[src/rtl/mwb_sequencer_if.sv]
// rtl/mwb_sequencer_if.sv - bus bundle between microinstruction source, branch unit and the address sequencer
//
// Purpose: groups the sequencer's decode inputs, its branch-unit drive and
// return path, and its address/status outputs into one bundle.
// Signals:
//   op     [2:0]    sequencer opcode from the microinstruction register
//   d      [AW-1:0] branch/base address field
//   mask   [3:0]    test select mask for multiway/wait ops
//   bu_i   [3:0]    to branch unit instruction inputs
//   bu_oe_          to branch unit output enables (active low)
//   orx    [3:0]    from branch unit OR outputs (tri-stated when disabled)
//   y      [AW-1:0] registered microprogram address
//   stall           high while WAIT holds the address
//   ovf/unf/tmo     sticky stack overflow / underflow / wait timeout
// Modports: slave = the sequencer, master = the surrounding datapath.

interface mwb_sequencer_if #(
  parameter int AW = 12
);
  logic [2:0]    op;
  logic [AW-1:0] d;
  logic [3:0]    mask;
  logic [3:0]    bu_i;
  logic          bu_oe_;
  logic [3:0]    orx;
  logic [AW-1:0] y;
  logic          stall;
  logic          ovf;
  logic          unf;
  logic          tmo;

  modport slave (
    input  op, d, mask, orx,
    output bu_i, bu_oe_, y, stall, ovf, unf, tmo
  );

  modport master (
    output op, d, mask, orx,
    input  bu_i, bu_oe_, y, stall, ovf, unf, tmo
  );
endinterface

[src/rtl/mwb_sequencer.sv]
// rtl/mwb_sequencer.sv - microprogram address sequencer with 16-way branch unit support
//
// Purpose: computes the next control-store address each cycle from the
// current address, opcode, branch field and the branch unit's OR outputs.
// Supports increment, jump, multiway branch, call, multiway call, return and
// wait-on-test, with a small subroutine stack and sticky error flags.
// Ports:
//   cp   clock, rising edge active
//   rst  asynchronous active-high reset
//   bus  mwb_sequencer_if.slave (op, d, mask, orx in; bu_i, bu_oe_, y,
//        stall, ovf, unf, tmo out)
// Optional feature: define MWB_WAIT_TIMEOUT_EN to bound WAIT stalls to TMO
// cycles; on expiry the sequencer jumps to d and sets the sticky tmo flag.
// Without it tmo is tied 0 and WAIT may stall indefinitely.

module mwb_sequencer #(
  parameter int AW  = 12,
  parameter int SD  = 4,
  parameter int TMO = 255
) (
  input  logic            cp,
  input  logic            rst,
  mwb_sequencer_if.slave  bus
);

  if (AW < 5 || SD < 2 || SD > 16 || TMO < 1) begin : g_param_check
    $error("mwb_sequencer: parameter out of range");
  end

  // sp counts 0..SD inclusive, so it needs one more code than the index.
  localparam int SPW = $clog2(SD + 1);
  localparam int IW  = $clog2(SD);
  localparam logic [SPW-1:0] SD_C = SPW'(SD);

  typedef enum logic [2:0] {
    OP_CLR    = 3'b000,
    OP_CONT   = 3'b001,
    OP_JMP    = 3'b010,
    OP_MWB    = 3'b011,
    OP_CALL   = 3'b100,
    OP_RET    = 3'b101,
    OP_MWCALL = 3'b110,
    OP_WAIT   = 3'b111
  } op_e;

  op_e            op;
  logic [AW-1:0]  y_q, y_nxt, y_inc, mw, call_tgt;
  logic [SPW-1:0] sp_q, sp_nxt, sp_dec;
  logic [AW-1:0]  stack [SD];
  logic           ovf_q, unf_q;
  logic           push, set_ovf, set_unf;
  logic           mw_sel;
  logic [3:0]     orx_eff;
  logic           wait_stall, tmo_fire;

  assign op = op_e'(bus.op);

  // The branch unit is only enabled for ops that test conditions; orx is
  // masked otherwise so floating/unknown bus values never leak into y.
  assign mw_sel      = (op == OP_MWB) || (op == OP_MWCALL) || (op == OP_WAIT);
  assign bus.bu_i    = mw_sel ? bus.mask : 4'b0000;
  assign bus.bu_oe_  = ~mw_sel;
  assign orx_eff     = mw_sel ? bus.orx : 4'b0000;

  assign mw       = {bus.d[AW-1:4], bus.d[3:0] | orx_eff};
  assign y_inc    = y_q + AW'(1);
  assign sp_dec   = sp_q - SPW'(1);
  assign call_tgt = (op == OP_MWCALL) ? mw : bus.d;

  assign wait_stall = (op == OP_WAIT) && (orx_eff == 4'b0000);
  // A timeout releases the stall in the same cycle it redirects to d.
  assign bus.stall  = wait_stall && !tmo_fire;

`ifdef MWB_WAIT_TIMEOUT_EN
  localparam int CW = $clog2(TMO + 1);
  localparam logic [CW-1:0] TMO_C = CW'(TMO);

  logic [CW-1:0] wcnt_q;
  logic          tmo_q;

  assign tmo_fire = wait_stall && (wcnt_q == TMO_C);
  assign bus.tmo  = tmo_q;

  always_ff @(posedge cp or posedge rst) begin
    if (rst) begin
      wcnt_q <= '0;
      tmo_q  <= 1'b0;
    end else begin
      if (tmo_fire) begin
        wcnt_q <= '0;
        tmo_q  <= 1'b1;
      end else if (wait_stall) begin
        wcnt_q <= wcnt_q + CW'(1);
      end else begin
        wcnt_q <= '0;
      end
    end
  end
`else
  assign tmo_fire = 1'b0;
  assign bus.tmo  = 1'b0;
`endif

  always_comb begin
    y_nxt   = y_q;
    sp_nxt  = sp_q;
    push    = 1'b0;
    set_ovf = 1'b0;
    set_unf = 1'b0;
    case (op)
      OP_CLR: begin
        y_nxt  = '0;
        sp_nxt = '0;
      end
      OP_CONT: y_nxt = y_inc;
      OP_JMP:  y_nxt = bus.d;
      OP_MWB:  y_nxt = mw;
      OP_CALL, OP_MWCALL: begin
        // A full stack drops the push but the call still transfers control.
        y_nxt = call_tgt;
        if (sp_q < SD_C) begin
          push   = 1'b1;
          sp_nxt = sp_q + SPW'(1);
        end else begin
          set_ovf = 1'b1;
        end
      end
      OP_RET: begin
        if (sp_q != '0) begin
          y_nxt  = stack[sp_dec[IW-1:0]];
          sp_nxt = sp_dec;
        end else begin
          set_unf = 1'b1;
          y_nxt   = y_inc;
        end
      end
      OP_WAIT: begin
        if (tmo_fire)        y_nxt = bus.d;
        else if (wait_stall) y_nxt = y_q;
        else                 y_nxt = y_inc;
      end
      default: y_nxt = y_q;
    endcase
  end

  always_ff @(posedge cp or posedge rst) begin
    if (rst) begin
      y_q   <= '0;
      sp_q  <= '0;
      ovf_q <= 1'b0;
      unf_q <= 1'b0;
    end else begin
      y_q  <= y_nxt;
      sp_q <= sp_nxt;
      if (set_ovf) ovf_q <= 1'b1;
      if (set_unf) unf_q <= 1'b1;
    end
  end

  // Stack contents need no reset; gating the write with !rst keeps an
  // aborted call from leaving a partial entry behind.
  always_ff @(posedge cp) begin
    if (push && !rst) stack[sp_q[IW-1:0]] <= y_inc;
  end

  assign bus.y   = y_q;
  assign bus.ovf = ovf_q;
  assign bus.unf = unf_q;

endmodule

[src/flat_wrapper.sv]
// flat-port wrapper written by rule: the top's interface ports become plain ports
module mwb_sequencer_flat 
#(
  parameter int AW  = 12,
  parameter int SD  = 4,
  parameter int TMO = 255
)
  (cp, rst, bus_op, bus_d, bus_mask, bus_orx, bus_bu_i, bus_bu_oe_, bus_y, bus_stall, bus_ovf, bus_unf, bus_tmo);
  mwb_sequencer_if #(.AW(AW)) bus_i ();
  input  logic cp;
  input  logic rst;
  input wire logic [$bits(bus_i.op)-1:0] bus_op;
  input wire logic [$bits(bus_i.d)-1:0] bus_d;
  input wire logic [$bits(bus_i.mask)-1:0] bus_mask;
  input wire logic [$bits(bus_i.orx)-1:0] bus_orx;
  output wire logic [$bits(bus_i.bu_i)-1:0] bus_bu_i;
  output wire logic [$bits(bus_i.bu_oe_)-1:0] bus_bu_oe_;
  output wire logic [$bits(bus_i.y)-1:0] bus_y;
  output wire logic [$bits(bus_i.stall)-1:0] bus_stall;
  output wire logic [$bits(bus_i.ovf)-1:0] bus_ovf;
  output wire logic [$bits(bus_i.unf)-1:0] bus_unf;
  output wire logic [$bits(bus_i.tmo)-1:0] bus_tmo;
  assign bus_i.op = bus_op;
  assign bus_i.d = bus_d;
  assign bus_i.mask = bus_mask;
  assign bus_i.orx = bus_orx;
  assign bus_bu_i = bus_i.bu_i;
  assign bus_bu_oe_ = bus_i.bu_oe_;
  assign bus_y = bus_i.y;
  assign bus_stall = bus_i.stall;
  assign bus_ovf = bus_i.ovf;
  assign bus_unf = bus_i.unf;
  assign bus_tmo = bus_i.tmo;
  mwb_sequencer #(.AW(AW), .SD(SD), .TMO(TMO)) u_core (.cp(cp), .rst(rst), .bus(bus_i));
endmodule
[config.mk]
export PLATFORM = sky130hd
export DESIGN_NAME = mwb_sequencer_flat
export DESIGN_NICKNAME = d
export VERILOG_FILES = /design/src/rtl/mwb_sequencer_if.sv /design/src/rtl/mwb_sequencer.sv /design/src/flat_wrapper.sv
export SDC_FILE = /design/constraint.sdc
export NUM_CORES = 1
export LEC_CHECK = 0
export BUFFER_PORTS_ARGS = -buffer_cell sky130_fd_sc_hd__buf_2
export CORE_UTILIZATION = 50
export CTS_BUF_LIST = sky130_fd_sc_hd__clkbuf_4 sky130_fd_sc_hd__clkbuf_8 sky130_fd_sc_hd__clkbuf_16
export DETAILED_ROUTE_END_ITERATION = 16
export HOLD_SLACK_MARGIN = 0.06
export PLACE_DENSITY = 0.72
export SETUP_SLACK_MARGIN = 0.4
export SYNTH_ARGS = -nofsm -noshare
export SYNTH_HDL_FRONTEND = slang
export SYNTH_SLANG_ARGS = --single-unit
[constraint.sdc]
create_clock -name cp -period 2.15 [get_ports cp]
set_input_delay 0.43 -clock cp [delete_from_list [all_inputs] [get_ports cp]]
set_output_delay 0.43 -clock cp [all_outputs]
set_load 0.01 [all_outputs]
==> impl_metrics.sql <==
INSERT INTO impl_metrics (metric_group, metric, value, unit) VALUES
('final_layout', 'post_route_cells_drive_above_1_share', '0.426', ''),
('floorplan', 'die_area', '0.00682', 'mm^2'),
('power', 'power_leakage', '1.57', 'nW'),
('placement', 'place.detailed.instances', '352', ''),
('detailed_routing', 'routed_wirelength', '8.10', 'mm'),
('timing', 'setup_tns', '0', 'ns'),
('detailed_routing', 'route.detailed.wl_per_inst', '20.9', 'um'),
('timing', 'period_share', '0.824', ''),
('clock_tree', 'clk_latency', '0.34', 'ns'),
('floorplan', 'core_area', '0.00610', 'mm^2'),
('worst_setup_path', 'r2r_cells', '6', ''),
('timing', 'finalSetupViolCount', '0', ''),
('placement', 'place_hpwl', '5.07', 'mm'),
('synth', 'synth_largest_area_cell', 'edfxtp_1', ''),
('floorplan', 'die_w', '82.6', 'um'),
('worst_setup_path', 'cp_cell_sequence', 'inv_4 > ha_4 > buf_12 > mux4_2 > a22o_1 > a221o_1', ''),
('final_layout', 'stdcell_count', '387', ''),
('final_layout', 'antenna-diode-count', '0', ''),
('synth', 'mappedNetlistNets', '265', ''),
('detailed_routing', 'remaining_drc_errors', '0', ''),
('worst_setup_path', 'r2r-end', 'u_core.bus.y[8]', ''),
('worst_setup_path', 'crit_path_max_incr_delay', '0.44', 'ns'),
('detailed_routing', 'drt-initial-drc-count', '224', ''),
('worst_setup_path', 'timing.setup.critical_path_class', 'flip-flop to flip-flop', ''),
('timing', 'rsz0062_at_grt', 'true', ''),
('clock_tree', 'clock_transition_at_the_registers_of_the_reported_paths', '0.08', 'ns'),
('final_layout', 'fill_count', '429', ''),
('synth', 'synth-edff-count', '48', ''),
('synth', 'ys_ff_latch', '65', ''),
('timing', 'clock-skew-final', '0.0166', 'ns'),
('grt', 'wire_length_of_the_first_global_routing_pass', '11.7', 'mm'),
('worst_setup_path', 'r2r_slack', '0.38', 'ns'),
('synth', 'synth.yosys.seq_area_share', '0.575', ''),
('clock_tree', 'clock-root-buffer', 'clkbuf_8', ''),
('worst_hold_path', 'timing.hold.worst.class', 'primary input to asynchronous set/reset pin', ''),
('worst_setup_path', 'worst-endpoint-required', '2.37', 'ns'),
('grt', 'global_route.usage.total', '0.249', ''),
('placement', 'place.port_buffers', '44', ''),
('synth', 'syn_area_per_cell', '13.9', 'um^2'),
('synth', 'post-synth-top-area-fraction', '0.444', ''),
('final_layout', 'design.final.nets', '338', ''),
('timing', 'final.hold.worst_slack', '0.207', 'ns'),
('placement', 'pre_cts_slack', '0.240', 'ns'),
('worst_setup_path', 'crit_buf_inv', '2', ''),
('run', 'max_cap_violations', '0', ''),
('synth', 'synthTopCellsByCount', 'edfxtp_1, dfrtp_1, nand2_1', ''),
('synth', 'post_synth_mux_area_share', '0.101', ''),
('grt', 'total_congestion_overflow', '0', ''),
('synth', 'synth_cells', '234', ''),
('timing', 'max_slew_margin', '0.511', ''),
('run_status', 'status', 'finished clean', ''),
('timing', 'finalMaxSlewViolations', '0', ''),
('synth', 'synth.most_common_cell', 'edfxtp_1', ''),
('power', 'power.density', '1120', 'mW/mm^2'),
('synth', 'synth_async_sr_flop_share', '0.262', ''),
('clock_tree', 'clock_tree.htree_level_count', '3', ''),
('worst_setup_path', 'crit_path_end_kind', 'flip-flop', ''),
('synth', 'number_of_library_cell_types_mapped_by_synthesis', '52', ''),
('clock_tree', 'tritoncts.num_buffers', '9', ''),
('synth', 'yosys_warnings', '0', ''),
('final_layout', 'finish.instance_area', '0.00407', 'mm^2'),
('placement', 'place.gp.congestion', '0.818', ''),
('final_layout', 'area.growth.synth_to_final', '25.4', '%'),
('timing', 'peak_freq', '564', 'MHz'),
('detailed_routing', 'detail-route-antenna-nets', '0', ''),
('grt', 'largest_net_degree_at_the_start_of_global_routing', '18', ''),
('synth', 'post_synth_instance_area', '0.00325', 'mm^2'),
('synth', 'post_synth_main_area_contributors', 'edfxtp_1, dfrtp_1, mux4_1, mux4_2, ha_1', ''),
('final_layout', 'final_core_utilization', '0.667', ''),
('clock_tree', 'ctsLongestPathBuffers', '2', ''),
('worst_setup_path', 'crit_fanout', '5', '');
## layer usage
metal	up-vias	GRT usage	part of all wire
met5	-	0	0
met4	0	0.116	0.022
met3	19	0.0582	0.060
met2	132	0.409	0.49
met1	1175	0.313	0.43
li1	1073	-	-
## state kept, by name, indices dropped and copies added (netlist names)
name,cells
u_core.bus.unf,1
u_core.bus.ovf,1
u_core.stack,48
u_core.bus.y,12
u_core.sp_q,3
## placed cells by master (no fill, tap or decap), drive strengths merged, types with 3 or more instances in the layout
cell type and n:
buf 71, edfxtp 48, dfrtp 17, clkbuf 15, mux4 12, nand2 11
a21oi 10, inv 10, o21ai 10, and2 9, o22ai 7, a221oi 6
xnor2 6, ha 6, nor2 6, nand3 5, nand2b 4, a31oi 4
or2 4, nor3 4, a22o 3, a221o 3, nor4 3, a222oi 3
a22oi 3, mux2i 3, xor2 3, o31a 3
## kinds of logic (layout without fill, tap and decap cells)
family / Yosys count / after routing
flip-flops: 65 / 65
AO/OA/AOI/OAI: 60 / 60
AND/OR/NAND/NOR: 57 / 57
buffers and inverters: 21 / 99
multiplexers: 15 / 15
XOR/XNOR: 9 / 9
adder cells (fa/ha/maj): 6 / 6
other: 1 / 1
## repair_timing
item,CTS,global route
pin swaps,4,8
endpoints found under the hold margin,0,0
setup buffers,11,7
gates cloned,1,0
hold buffers,0,0
setup endpoints to repair,36,38
resized for setup,16,18
## layout make-up
class | count | area, um^2 | area share
well taps | 75 | 93.8 | 0.0231
clock inverters | 3 | 17.5 | 0.00431
multi-input cells | 148 | 1350 | 0.332
inverters | 10 | 40.0 | 0.00984
flip-flops and latches | 65 | 1870 | 0.460
repair buffers | 73 | 528 | 0.130
clock buffers | 13 | 166 | 0.0409
## report_power, final
part | internal, mW | switching (mW)
clock | 0.504 | 0.463
combinational | 1.00 | 0.851
sequential | 1.56 | 0.164
## worst max path at each step
stage / to / cells after the start / slack, ns / start
2_1_floorplan: u_core.bus.y[6] / 8 / 0.22 / u_core.sp_q[0]
3_3_place_gp: u_core.bus.y[3] / 7 / 0.28 / bus_op[0]
3_5_place_dp: u_core.bus.y[3] / 7 / 0.24 / bus_op[0]
4_1_cts: bus_bu_i[3] / 6 / 0.40 / bus_op[0]
5_1_grt: u_core.bus.y[11] / 6 / 0.31 / u_core.sp_q[0]
6_report: u_core.bus.y[8] / 6 / 0.38 / u_core.sp_q[0]
Power figures use the tool's default switching activity.
